--- src/rtl/eprom_pkg.sv ---
// eprom_pkg: sequencer states, mode encodings and interval sizing helper shared by eprom_prog_seq.
package eprom_pkg;
  typedef enum logic [2:0] {IDLE, FETCH, SETUP, PULSE, HOLD, READ, CMP, NEXT} state_t;
  localparam logic MODE_PROGRAM = 1'b0;
  localparam logic MODE_VERIFY = 1'b1;
  function automatic int max3(input int a, input int b, input int c);
    return (a > b) ? ((a > c) ? a : c) : ((b > c) ? b : c);
  endfunction
endpackage

--- src/rtl/eprom_prog_seq_if.sv ---
// eprom_prog_seq_if: host command, byte stream and status bundle of the EPROM sequencer.
interface eprom_prog_seq_if #(parameter int ADDR_W = 11, parameter int DATA_W = 8);
  logic start;
  logic mode;
  logic [ADDR_W-1:0] base_addr;
  logic [ADDR_W:0] len;
  logic [DATA_W-1:0] wr_data;
  logic wr_vld;
  logic wr_rdy;
  logic busy;
  logic done;
  logic err;
  logic [ADDR_W-1:0] err_addr;
  modport master (output start, mode, base_addr, len, wr_data, wr_vld, input wr_rdy, busy, done, err, err_addr);
  modport slave (input start, mode, base_addr, len, wr_data, wr_vld, output wr_rdy, busy, done, err, err_addr);
endinterface

--- src/rtl/eprom_prog_seq_delay_timer.sv ---
// delay_timer: loadable down-counter; expire is high during the last cycle of a loaded interval.
module delay_timer #(parameter int W = 4) (
  input logic clk,
  input logic rst,
  input logic load,
  input logic run,
  input logic [W-1:0] n,
  output logic expire
);
  logic [W-1:0] cnt;
  always_ff @(posedge clk) begin
    if (rst) cnt <= '0;
    else if (load) cnt <= n;
    else if (run && cnt != '0) cnt <= cnt - 1'b1;
  end
  assign expire = cnt == W'(1);
endmodule

--- src/rtl/eprom_prog_seq.sv ---
// eprom_prog_seq: EPROM program/verify sequencer driven by a host byte stream.
// Define PGM_RETRY_EN to read back each programmed byte and re-pulse up to MAX_RETRY times.
module eprom_prog_seq import eprom_pkg::*; #(
  parameter int ADDR_W = 11,
  parameter int DATA_W = 8,
  parameter int PULSE_CYC = 50000,
  parameter int SETUP_CYC = 4,
  parameter int READ_CYC = 4,
  parameter int MAX_RETRY = 3
) (
  input logic clk,
  input logic rst,
  eprom_prog_seq_if.slave host,
  output logic [ADDR_W-1:0] rom_addr,
  output logic [DATA_W-1:0] rom_dout,
  output logic rom_oe_n,
  output logic rom_pgm,
  output logic rom_rd_n,
  input logic [DATA_W-1:0] rom_din
);
  localparam int TW = $clog2(max3(PULSE_CYC, SETUP_CYC, READ_CYC)) + 1;
  state_t state, state_nx;
  logic mode_q, abort, expire, load, run, match, accept, take;
  logic [ADDR_W:0] left;
  logic [DATA_W-1:0] rd_q;
  logic [TW-1:0] tn;
  assign accept = state == IDLE && host.start;
  assign take = state == FETCH && host.wr_vld;
  assign match = rd_q == rom_dout;
  assign run = state inside {SETUP, PULSE, HOLD, READ};
  assign load = state_nx != state && state_nx inside {SETUP, PULSE, HOLD, READ};
  assign tn = state_nx == PULSE ? TW'(PULSE_CYC) : state_nx == READ ? TW'(READ_CYC) : TW'(SETUP_CYC);
  delay_timer #(.W(TW)) u_timer (.clk(clk), .rst(rst), .load(load), .run(run), .n(tn), .expire(expire));
`ifdef PGM_RETRY_EN
  localparam int RW = $clog2(MAX_RETRY + 1) + 1;
  logic [RW-1:0] tries;
  always_ff @(posedge clk) begin
    if (rst || take) tries <= '0;
    else if (state == CMP && state_nx == SETUP) tries <= tries + 1'b1;
  end
`endif
  always_ff @(posedge clk) begin
    if (rst) state <= IDLE;
    else state <= state_nx;
  end
  always_comb begin
    state_nx = state;
    case (state)
      IDLE: if (host.start) state_nx = host.len == '0 ? NEXT : FETCH;
      FETCH: if (host.wr_vld) state_nx = mode_q == MODE_VERIFY ? READ : SETUP;
      SETUP: if (expire) state_nx = PULSE;
      PULSE: if (expire) state_nx = HOLD;
`ifdef PGM_RETRY_EN
      HOLD: if (expire) state_nx = READ;
      CMP: state_nx = (!match && mode_q == MODE_PROGRAM && tries < RW'(MAX_RETRY)) ? SETUP : NEXT;
`else
      HOLD: if (expire) state_nx = NEXT;
      CMP: state_nx = NEXT;
`endif
      READ: if (expire) state_nx = CMP;
      NEXT: state_nx = (left == '0 || abort) ? IDLE : FETCH;
      default: state_nx = IDLE;
    endcase
  end
  always_comb begin
    host.wr_rdy = state == FETCH;
    host.busy = state != IDLE;
    host.done = state == NEXT && (left == '0 || abort);
    rom_oe_n = !(state inside {SETUP, PULSE, HOLD});
    rom_pgm = state == PULSE;
    rom_rd_n = state != READ;
  end
  // left counts bytes not yet fetched, so NEXT can finish without a separate last-byte flag
  always_ff @(posedge clk) begin
    if (rst) begin
      rom_addr <= '0;
      rom_dout <= '0;
      left <= '0;
      mode_q <= MODE_PROGRAM;
      abort <= 1'b0;
      rd_q <= '0;
      host.err <= 1'b0;
      host.err_addr <= '0;
    end else begin
      if (accept) begin
        rom_addr <= host.base_addr;
        left <= host.len;
        mode_q <= host.mode;
        abort <= 1'b0;
        host.err <= 1'b0;
        host.err_addr <= '0;
      end
      if (take) begin
        rom_dout <= host.wr_data;
        left <= left - 1'b1;
      end
      if (state == READ && expire) rd_q <= rom_din;
      if (state == CMP && state_nx == NEXT && !match) begin
        abort <= 1'b1;
        host.err <= 1'b1;
        host.err_addr <= rom_addr;
      end
      if (state == NEXT && state_nx == FETCH) rom_addr <= rom_addr + 1'b1;
    end
  end
endmodule

--- src/flat_wrapper.sv ---
// flat-port wrapper written by rule: the top's interface ports become plain ports
module eprom_prog_seq_flat import eprom_pkg::*;
#(
  parameter int ADDR_W = 11,
  parameter int DATA_W = 8,
  parameter int PULSE_CYC = 50000,
  parameter int SETUP_CYC = 4,
  parameter int READ_CYC = 4,
  parameter int MAX_RETRY = 3
)
  (clk, rst, rom_addr, rom_dout, rom_oe_n, rom_pgm, rom_rd_n, rom_din, host_start, host_mode, host_base_addr, host_len, host_wr_data, host_wr_vld, host_wr_rdy, host_busy, host_done, host_err, host_err_addr);
  eprom_prog_seq_if #(.ADDR_W(ADDR_W), .DATA_W(DATA_W)) host_i ();
  input logic clk;
  input logic rst;
  output logic [ADDR_W-1:0] rom_addr;
  output logic [DATA_W-1:0] rom_dout;
  output logic rom_oe_n;
  output logic rom_pgm;
  output logic rom_rd_n;
  input logic [DATA_W-1:0] rom_din;
  input wire logic [$bits(host_i.start)-1:0] host_start;
  input wire logic [$bits(host_i.mode)-1:0] host_mode;
  input wire logic [$bits(host_i.base_addr)-1:0] host_base_addr;
  input wire logic [$bits(host_i.len)-1:0] host_len;
  input wire logic [$bits(host_i.wr_data)-1:0] host_wr_data;
  input wire logic [$bits(host_i.wr_vld)-1:0] host_wr_vld;
  output wire logic [$bits(host_i.wr_rdy)-1:0] host_wr_rdy;
  output wire logic [$bits(host_i.busy)-1:0] host_busy;
  output wire logic [$bits(host_i.done)-1:0] host_done;
  output wire logic [$bits(host_i.err)-1:0] host_err;
  output wire logic [$bits(host_i.err_addr)-1:0] host_err_addr;
  assign host_i.start = host_start;
  assign host_i.mode = host_mode;
  assign host_i.base_addr = host_base_addr;
  assign host_i.len = host_len;
  assign host_i.wr_data = host_wr_data;
  assign host_i.wr_vld = host_wr_vld;
  assign host_wr_rdy = host_i.wr_rdy;
  assign host_busy = host_i.busy;
  assign host_done = host_i.done;
  assign host_err = host_i.err;
  assign host_err_addr = host_i.err_addr;
  eprom_prog_seq #(.ADDR_W(ADDR_W), .DATA_W(DATA_W), .PULSE_CYC(PULSE_CYC), .SETUP_CYC(SETUP_CYC), .READ_CYC(READ_CYC), .MAX_RETRY(MAX_RETRY)) u_core (.clk(clk), .rst(rst), .host(host_i), .rom_addr(rom_addr), .rom_dout(rom_dout), .rom_oe_n(rom_oe_n), .rom_pgm(rom_pgm), .rom_rd_n(rom_rd_n), .rom_din(rom_din));
endmodule
--- config.mk ---
export PLATFORM = sky130hd
export DESIGN_NAME = eprom_prog_seq_flat
export DESIGN_NICKNAME = d
export VERILOG_FILES = /design/src/rtl/eprom_pkg.sv /design/src/rtl/eprom_prog_seq_if.sv /design/src/rtl/eprom_prog_seq_delay_timer.sv /design/src/rtl/eprom_prog_seq.sv /design/src/flat_wrapper.sv
export SDC_FILE = /design/constraint.sdc
export NUM_CORES = 1
export LEC_CHECK = 0
export BUFFER_PORTS_ARGS = -buffer_cell sky130_fd_sc_hd__buf_4
export CAP_MARGIN = 10
export CORE_MARGIN = 3
export CORE_UTILIZATION = 32
export DETAILED_ROUTE_END_ITERATION = 6
export SYNTH_ARGS = -nofsm -noshare
export SYNTH_HDL_FRONTEND = slang
export SYNTH_SLANG_ARGS = --single-unit
--- constraint.sdc ---
create_clock -name clk -period 3.2 [get_ports clk]
set_input_delay 0.48 -clock clk [delete_from_list [all_inputs] [get_ports clk]]
set_output_delay 0.48 -clock clk [all_outputs]
set_load 0.01 [all_outputs]
## After elaboration in Yosys (flattened, before gate mapping)

Index checks and enable logic that the tools add are counted.

| word-level totals | value |
|---|---|
| bits of input ports | 44 |
| output and inout bits | 37 |
| logic and storage cells | 74 |
| register bits after elaboration | 72 |

| cells by class | value |
|---|---|
| equal/unequal tests | 17 |
| add/subtract/negate cells | 3 |
| mux-type cells | 21 |
| reductions and logical operators | 24 |

Operator list:

| cell | number |
|---|---|
| 2-to-1 mux 11 bit | 4 |
| 2-to-1 mux 17 bit | 2 |
| zero test 12 bit | 2 |
| 2-to-1 mux 12 bit | 2 |
| 2-to-1 mux 3 bit | 8 |
| one-hot mux 3 bit (8 select lines) | 1 |
| == test 3 bit, second input constant | 7 |
| == test 17 x 1 -> 1 bit, second input constant | 1 |
| nonzero test 17 bit | 1 |
| subtractor 17 x 1 -> 17 bit, second input constant | 1 |
| 2-to-1 mux 16 bit | 1 |
| == test 3 x 2 -> 1 bit, second input constant | 4 |
| subtractor 12 x 1 -> 12 bit, second input constant | 1 |
| adder 11 x 1 -> 11 bit, second input constant | 1 |
| logical AND 1 bit | 9 |
| == test 8 bit | 1 |
| nonzero test 2 bit | 4 |
| nonzero test 4 bit | 2 |
| == test 3 x 1 -> 1 bit, second input constant | 2 |
| nonzero test 3 bit | 2 |
| zero test 3 bit | 1 |
| 2-to-1 mux 1 bit | 3 |
| inequality test 3 bit | 1 |
| inequality test 3 bit, second input constant | 1 |
| other kinds (2) | 3 |

## Longest topological paths before layout

Gate-level depths: netlist of the first run.

| logic depth | value |
|---|---|
| depth in word-level cells | 8 |
| gate-level depth with buffers | 12 |

## Cells and area by module

A second synthesis of the first run with hierarchy kept.

| unflattened totals | value |
|---|---|
| cell total of the unflattened synthesis | 511 |
| area, all modules | 4,156.5 sq um |

Modules (own cells, without submodules):

| module | times used | sequential area each (sq um) | area each (sq um) | cells an instance |
|---|---|---|---|---|
| eprom_prog_seq | 1 | 1,101.1 | 3,066.7 | 382 |
| delay_timer | 1 | 340.3 | 1,089.8 | 129 |

## Worst setup path before layout of the first run

No wires, ideal clock.

| timing path | value |
|---|---|
| path kind | register -> register |
| start | reg u_core.state[2] |
| end | reg u_core.u_timer.cnt[10] |
| data required time | 3,062 ps |
| slack | 495 ps |
| buffers on the path | 3 |
| setup time | 138 ps |
| cell stages (with the launch flop) | 12 |
| arrival time | 2,567 ps |
| cell sequence | dfxtp_1 -> clkbuf_1 -> inv_1 -> ha_1 -> clkbuf_1 -> or2_2 -> mux2i_1 -> a22o_1 -> a211o_4 -> o31ai_4 -> buf_6 -> nor3_2 |

| between the ends | value |
|---|---|
| longest elaborated chain between the ends | 6 |
| elaborated cells on any way between the ends | 26 |
| those cells by class | 12 x eq/ne; 8 x mux; 6 x reduce/logical |

RTL lines:

| element | line | text |
|---|---|---|
| start, declared | eprom_prog_seq.sv:22 | `state_t state, state_nx;` |
| start signal, assigned | eprom_prog_seq.sv:44 | `else state <= state_nx;` |
| == test 3 bit (tied with other cells) | eprom_prog_seq.sv:48 | `case (state)` |
| one-hot mux 3 bit (8 select lines) | eprom_prog_seq.sv:48 |  |
| == test 3 x 2 -> 1 bit or == test 3 bit (tied branches) | eprom_prog_seq.sv:31 | `assign load = state_nx != state && state_nx inside {SETUP, PULSE, HOLD, READ};` |
| nonzero test 4 bit | eprom_prog_seq.sv:31 |  |
| logical AND 1 bit | eprom_prog_seq.sv:31 |  |
| 2-to-1 mux 17 bit or nonzero test 2 bit (tied branches) | n/a |  |
| end signal, assigned | eprom_prog_seq_delay_timer.sv:13 | `else if (load) cnt <= n;` |
| end signal, assigned | eprom_prog_seq_delay_timer.sv:14 | `else if (run && cnt != '0) cnt <= cnt - 1'b1;` |
| end, declared | eprom_prog_seq_delay_timer.sv:10 | `logic [W-1:0] cnt;` |

Parallel ways exist; a longest one is shown, timed or not.
A chain may end at the register's enable or synchronous reset.

## Worst setup path after layout of the first run

| timing path | value |
|---|---|
| start | reg u_core.left[3] |
| end | out host_done |

| between the ends | value |
|---|---|
| longest elaborated chain between the ends | 3 |

RTL lines:

| element | line | text |
|---|---|---|
| start, declared | eprom_prog_seq.sv:24 | `logic [ADDR_W:0] left;` |
| start signal, assigned | eprom_prog_seq.sv:87 | `left <= host.len;` |
| start signal, assigned | eprom_prog_seq.sv:95 | `left <= left - 1'b1;` |
| zero test 12 bit | eprom_prog_seq.sv:68 | `host.done = state == NEXT && (left == '0 \|\| abort);` |
| logical OR 1 bit | eprom_prog_seq.sv:68 |  |
| logical AND 1 bit | eprom_prog_seq.sv:68 |  |
| end, declared | flat_wrapper.sv:29 | `output wire logic [$bits(host_i.done)-1:0] host_done;` |

Every way passes these cells.

==> flow_metrics.env, run 1 <==
export IMPL_slew_headroom_pct=52.40
export IMPL_synthCells=443
export IMPL_hold_viol=0
export IMPL_path_buf_inv=1
export IMPL_syn_area_sq_um=3765
export IMPL_synth_area_per_cell_sq_um=8.499
export IMPL_worstPathCellList="or4_4 > nor4b_4 > a31oi_1 > nor3_1 > buf_4"
export IMPL_max_cap_violations=0
export IMPL_worst_slack_ps=302.5
export IMPL_insertion_delay_ps=340
export IMPL_reg2regPathDepth=10
export IMPL_dpl_cell_area_sq_um=4494
export IMPL_firstDrtPassIters=5
export IMPL_crit_type="register to output port"
export IMPL_hold_path_class="input port to register"
export IMPL_layout_common_cells="buf_4, dfxtp_1, nand2_1"
export IMPL_layout_drive_gt1_share_pct=26.05
export IMPL_vias=3530
export IMPL_drc=0
export IMPL_viasPerCell=5.332
export IMPL_final_max_slew_violation_count=0
export IMPL_fin_nets=568
export IMPL_synthFlopType="dfxtp_1"
export IMPL_io_pins=81
export IMPL_r2r_end="u_core.u_timer.cnt[2]"
export IMPL_worstHoldStart="rom_din[1]"
export IMPL_synth_edf_count=0
export IMPL_grt_overflow_total=0
export IMPL_holdPathStages=3
export IMPL_worst_path_largest_cell_delay_ps=590
export IMPL_setup_viol=0
export IMPL_final_cells=662
export IMPL_crit_path_start_kind="register"
export IMPL_die_area_sq_um=13100
export IMPL_drt_iter0_drc=318
export IMPL_syn_num_nets=493
export IMPL_seqCellArea_sq_um=1441
export IMPL_max_freq_ghz=0.3451
export IMPL_gp_congestion=0.8401
export IMPL_synth_cell_types=61
export IMPL_cp_max_fo=8
export IMPL_clock_sinks=72
export IMPL_power_density_nw_per_um2=574.2
export IMPL_tns_ps=0
export IMPL_grt_antenna_before_repair=0
export IMPL_routedWlPerCell_um=15.54
export IMPL_critPathArrivalTime_ps=2420
export IMPL_n_antenna_cell=0
export IMPL_grt_pass1_vias=3393
export IMPL_fp_dieW_um=114.5
export IMPL_cts_hold_buf=0
export IMPL_critical_path_top_delay_family="simple AND/OR/NAND/NOR gates"
export IMPL_ff2ff_setup_slack_ps=390
export IMPL_status="complete, no violations"
export IMPL_ys_seq_area_share_pct=38.29
export IMPL_tightestPinTransition_ps=704.7
export IMPL_skew_ps=7.260
export IMPL_multiInputGateArea_sq_um=2176
export IMPL_cts_setup_buffers=0
export IMPL_start_util_pct=33.70
export IMPL_coreArea_sq_um=11170
export IMPL_fin_crit_ps=2897
export IMPL_drt_total_wl_um=10290
export IMPL_crit_start="u_core.left[3]"
export IMPL_dp_cells=647
export IMPL_cts_tree="done"
export IMPL_ys_async_sr_fraction_pct=0
export IMPL_fillerInstances=1085
export IMPL_ctsResizeCount=0
export IMPL_path_clk_slew_ps=50
export IMPL_htree_num_levels=3
export IMPL_period_share_pct=90.55
export IMPL_synth_seq_cells=72
export IMPL_rows=38
export IMPL_stdcell_area_sq_um=4800
export IMPL_crit_required_ps=2720
export IMPL_detail_route_antenna_nets=0
export IMPL_cts_buffer_depth=2
export IMPL_p_leak_nw=1.980
export IMPL_dpl_hpwl_um=7406
export IMPL_crit_path_end_kind="output port"
export IMPL_fp_dieH_um=114.5
export IMPL_grt_setup_unrepaired="no"
export IMPL_synth_warnings=0
export IMPL_r2r_start="u_core.state[2]"
export IMPL_grt_pass1_wl_um=16730
export IMPL_clockRootBuffer="clkbuf_16"
export IMPL_fin_util_pct=42.96
export IMPL_syn_to_final_growth_pct=27.48
export IMPL_ir_drop_uv=209.0
export IMPL_crit_path_top_delay_cell="or4_4"
export IMPL_final_common_cell="buf_4"
export IMPL_cts_buffers=9
export IMPL_io_buffers=80
export IMPL_grt_use_total_pct=16.06
export IMPL_pre_cts_slack_ps=429.6
export IMPL_grt_max_degree=44
export IMPL_hold_path_endpoint="u_core.rd_q[1]"
==> cells by family (layout without fill, tap and decap cells) <==
kind of cell             Yosys count  in the layout  share of synthesized area [%]
AO/OA/AOI/OAI                     98             98                          18.48
XOR/XNOR                          23             23                          5.351
adder cells (fa/ha/maj)            6              6                          1.994
buffers and inverters             34            113                          3.922
flip-flops                        72             72                          38.29
multiplexers                      10             10                          2.659
AND/OR/NAND/NOR                  200            200                          29.31
==> synth_stat cells (2+ instances only) <==
master	number	share of area [%]
dfxtp_1	72	38
nand2_1	54	5.4
nor2_1	51	5.1
a21oi_1	36	4.8
clkbuf_1	21	2.1
nor3_1	14	1.9
nand3b_1	13	2.6
o21ai_0	13	1.7
xnor2_1	12	2.8
xor2_1	11	2.6
mux2i_1	10	2.7
nor3_2	10	2.7
a221oi_1	9	2.1
and3_1	9	1.5
inv_1	9	0.90
nor3b_1	9	1.8
nor4_1	8	1.3
ha_1	6	2.0
nand3_1	6	0.80
a31oi_1	5	0.83
o211ai_1	5	1.0
o31ai_1	5	1.0
or3_1	4	0.66
or4_4	4	1.2
and2_1	3	0.50
a211oi_1	2	0.40
a21o_1	2	0.40
a222oi_1	2	0.53
a22o_1	2	0.47
buf_6	2	0.60
nand4_1	2	0.33
o22ai_1	2	0.33
or2_2	2	0.33
==> sequential cells by signal, summed over array words and instances, names as in the netlist <==
register,flops
u_core.left,12
u_core.rd_q,8
u_core.host.err_addr,11
u_core.rom_addr,11
u_core.u_timer.cnt,17
u_core.rom_dout,8
u_core.state,3
u_core.mode_q,1
u_core.abort,1
==> area by class of cell <==
| class | instances | area share [%] |
|---|---|---|
| inverters | 9 | 0.7039 |
| repair buffers | 89 | 13.92 |
| clock buffers | 11 | 5.266 |
| flip-flops and latches | 72 | 30.03 |
| clock inverters | 4 | 1.095 |
| well taps | 140 | 3.650 |
| multi-input cells | 337 | 45.33 |
==> power breakdown <==
part | internal [mW] | total, mW | switching, mW
clock | 0.644 | 1.03 | 0.386
sequential | 0.972 | 1.06 | 0.0920
combinational | 0.300 | 0.662 | 0.362
total | 1.92 | 2.76 | 0.840
==> per-layer routing <==
| layer | wire (um) | up-vias | track usage (%) | share of wire, % |
|---|---|---|---|---|
| met5 | 0 | - | 0 | 0 |
| met4 | 215 | 0 | 6.968 | 2.1 |
| met3 | 711 | 20 | 4.440 | 6.9 |
| met2 | 4726 | 108 | 25.30 | 46 |
| met1 | 4634 | 1653 | 20.54 | 45 |
| li1 | - | 1749 | - | - |
==> tightest hold or removal path, cell delays in order <==
cell,delay (ps)
buf_4,70
mux2i_1,50
nor2_1,70
==> through the flow <==
step / power (mW) / hold slack, ps
floorplan: 1.535 / 445.1
global placement: 1.727 / 454.7
detailed placement: 1.738 / 465.6
CTS: 2.781 / 365.2
global route: 2.895 / 383.7
finish: 2.756 / 374.8
==> worst max-delay path by stage <==
stage,end,slack (ps),depth (start not counted)
3_3_place_gp,u_core.u_timer.cnt[2],490,10
3_5_place_dp,u_core.u_timer.cnt[2],430,10
6_report,host_done,300,5
2_1_floorplan,u_core.u_timer.cnt[10],500,11
5_1_grt,host_done,190,5
4_1_cts,host_done,340,5
Note: power is estimated with default switching activity, not from simulation.
==> inputs of run 2 (changes only) <==
--- a/config.mk
+++ b/config.mk
@@ -8,8 +8,9 @@
 export BUFFER_PORTS_ARGS = -buffer_cell sky130_fd_sc_hd__buf_4
 export CAP_MARGIN = 10
 export CORE_MARGIN = 3
-export CORE_UTILIZATION = 32
+export CORE_UTILIZATION = 55
 export DETAILED_ROUTE_END_ITERATION = 6
+export PLACE_DENSITY = 0.8
 export SYNTH_ARGS = -nofsm -noshare
 export SYNTH_HDL_FRONTEND = slang
 export SYNTH_SLANG_ARGS = --single-unit
==> run 2 against run 1 <==
Net effect: final area fell by 3.9%; critical path depth rose by 5; die area fell by 40%; worst hold slack improved by 2.8 ps; non-clock buffer count fell by 1; global-route usage rose by 10 points; total power fell by 11%; via count rose by 1.8%; sequential power barely moved; combinational power fell by 1%; clock skew rose by 1.8 ps; cell count fell by 9.7%; largest cell class unchanged.
==> flow_metrics.env, run 2 (same netlist as run 1, synthesis figures left out) <==
export IMPL_crit_path_top_delay_cell="dfxtp_1"
export IMPL_routedWlPerCell_um=16.45
export IMPL_io_pins=81
export IMPL_tns_ps=0
export IMPL_grt_antenna_before_repair=0
export IMPL_met3WireLength_um=674
export IMPL_crit_required_ps=3450
export IMPL_fp_dieW_um=88.74
export IMPL_n_antenna_cell=0
export IMPL_grt_max_degree=48
export IMPL_die_area_sq_um=7874
export IMPL_cts_buffer_depth=2
export IMPL_largest_reg_flops=17
export IMPL_cts_hold_buf=0
export IMPL_p_sw_mw=0.7792
export IMPL_ir_drop_uv=264.9
export IMPL_insertion_delay_ps=350
export IMPL_io_buffers=80
export IMPL_seqPwrFrac_pct=43.2
export IMPL_swShare_pct=31.61
export IMPL_critPathArrivalTime_ps=3080
export IMPL_cp_max_fo=17
export IMPL_gp_congestion=1.003
export IMPL_slew_headroom_pct=53.08
export IMPL_path_buf_inv=2
export IMPL_fin_crit_ps=2839
export IMPL_setup_viol=0
export IMPL_grt_setup_unrepaired="no"
export IMPL_seqCellArea_sq_um=1441
export IMPL_grt_pass1_vias=3514
export IMPL_pre_cts_slack_ps=425.6
export IMPL_reg_top3="u_core.u_timer.cnt: 17 flops, u_core.left: 12 flops"
export IMPL_cts_tree="done"
export IMPL_final_max_slew_violation_count=0
export IMPL_multiInputGateArea_sq_um=2176
export IMPL_drt_met1_wl_um=4213
export IMPL_layout_common_cells="buf_4, dfxtp_1, nand2_1"
export IMPL_viasPerCell=6.007
export IMPL_worst_path_largest_cell_delay_ps=490
export IMPL_cts_buffers=9
export IMPL_layout_drive_gt1_share_pct=25.91
export IMPL_grt_pass1_wl_um=16260
export IMPL_vias=3592
export IMPL_fin_nets=567
export IMPL_critical_path_top_delay_family="compound AO/OA/AOI/OAI gates"
export IMPL_period_share_pct=88.72
export IMPL_wl_met2_um=4791
export IMPL_path_clk_slew_ps=70
export IMPL_fp_dieH_um=88.74
export IMPL_fillerInstances=538
export IMPL_clock_sinks=72
export IMPL_final_common_cell="buf_4"
export IMPL_crit_type="register to register"
export IMPL_cts_setup_buffers=0
export IMPL_worst_slack_ps=361.0
export IMPL_p_leak_nw=1.932
export IMPL_grt_use_total_pct=26.32
export IMPL_coreArea_sq_um=6495
export IMPL_status="complete, no violations"
export IMPL_worstPathCellList="inv_1 > ha_1 > or2_2 > mux2i_1 > a22o_1 > a211o_4 > o211ai_4 > o31ai_4 > buf_4 > o31ai_1"
export IMPL_power_internal_mw=1.686
export IMPL_max_freq_ghz=0.3522
export IMPL_rows=29
export IMPL_firstDrtPassIters=5
export IMPL_htree_num_levels=3
export IMPL_power_density_nw_per_um2=534.4
export IMPL_comb_power_share_pct=26.5
export IMPL_crit_path_start_kind="register"
export IMPL_hold_path_class="input port to register"
export IMPL_skew_ps=9.035
export IMPL_tightestPinTransition_ps=694.7
export IMPL_clockRootBuffer="clkbuf_8"
export IMPL_drc=0
export IMPL_ctsResizeCount=0
export IMPL_max_cap_violations=0
export IMPL_hold_viol=0
export IMPL_top_layer_used="met4"
export IMPL_top_register="u_core.u_timer.cnt"
export IMPL_start_util_pct=57.97
export IMPL_detail_route_antenna_nets=0
export IMPL_crit_path_end_kind="register"
export IMPL_dpl_hpwl_um=7210
export IMPL_drt_total_wl_um=9838
export IMPL_syn_to_final_growth_pct=22.53
export IMPL_drt_iter0_drc=197
export IMPL_grt_overflow_total=0
export IMPL_clockPowerShare_pct=30.3
## run 2: worst paths after layout
path                           startpoint                 endpoint  slack (ps)  cells after the start
setup / recovery          u_core.state[2]    u_core.u_timer.cnt[8]         360                     10
setup reg to reg          u_core.state[2]    u_core.u_timer.cnt[8]         360                     10
hold / removal                 rom_din[1]           u_core.rd_q[1]         380                      3
hold reg to reg   u_core.host.err_addr[0]  u_core.host.err_addr[0]         480                      2
## run 2: metal layers
layer | global-route usage [%] | vias up
met2 | 43.18 | 112
met5 | 0 | -
met1 | 32.25 | 1722
met3 | 8.752 | 17
met4 | 9.203 | 0
li1 | - | 1741
## run 2: area by class of cell
cell class                      count  share of cell area (%)
Tap cell                           77                   2.088
Inverter                            9                  0.7323
Sequential cell                    72                   31.24
Timing Repair Buffer               88                   14.32
Clock buffer                       12                   3.580
Multi-Input combinational cell    337                   47.17
Clock inverter                      3                  0.8679
## run 2: per-stage QoR
stage | hold slack (ps) | instance area, sq um | cells | total power, mW | util, %
global route | 373.0 | 4613 | 598 | 2.597 | 71.03
CTS | 371.3 | 4613 | 598 | 2.476 | 71.03
detailed placement | 473.3 | 4408 | 583 | 1.732 | 67.87
floorplan | 445.1 | 3765 | 443 | 1.535 | -
finish | 377.5 | 4613 | 598 | 2.465 | 71.03
global placement | 460.7 | 4408 | 583 | 1.707 | 67.87
## run 2: power groups by stage
stage	combinational, mW	clock, mW	sequential (mW)
2_1_floorplan	0.471	0	1.06
3_3_place_gp	0.628	0	1.08
3_5_place_dp	0.650	0	1.08
4_1_cts	0.653	0.761	1.06
5_1_grt	0.723	0.796	1.08
6_report	0.654	0.746	1.06
## run 2: worst min-delay path, stage by stage
cell     delay (ps)
buf_4            80
mux2i_1          50
nor2_1           80
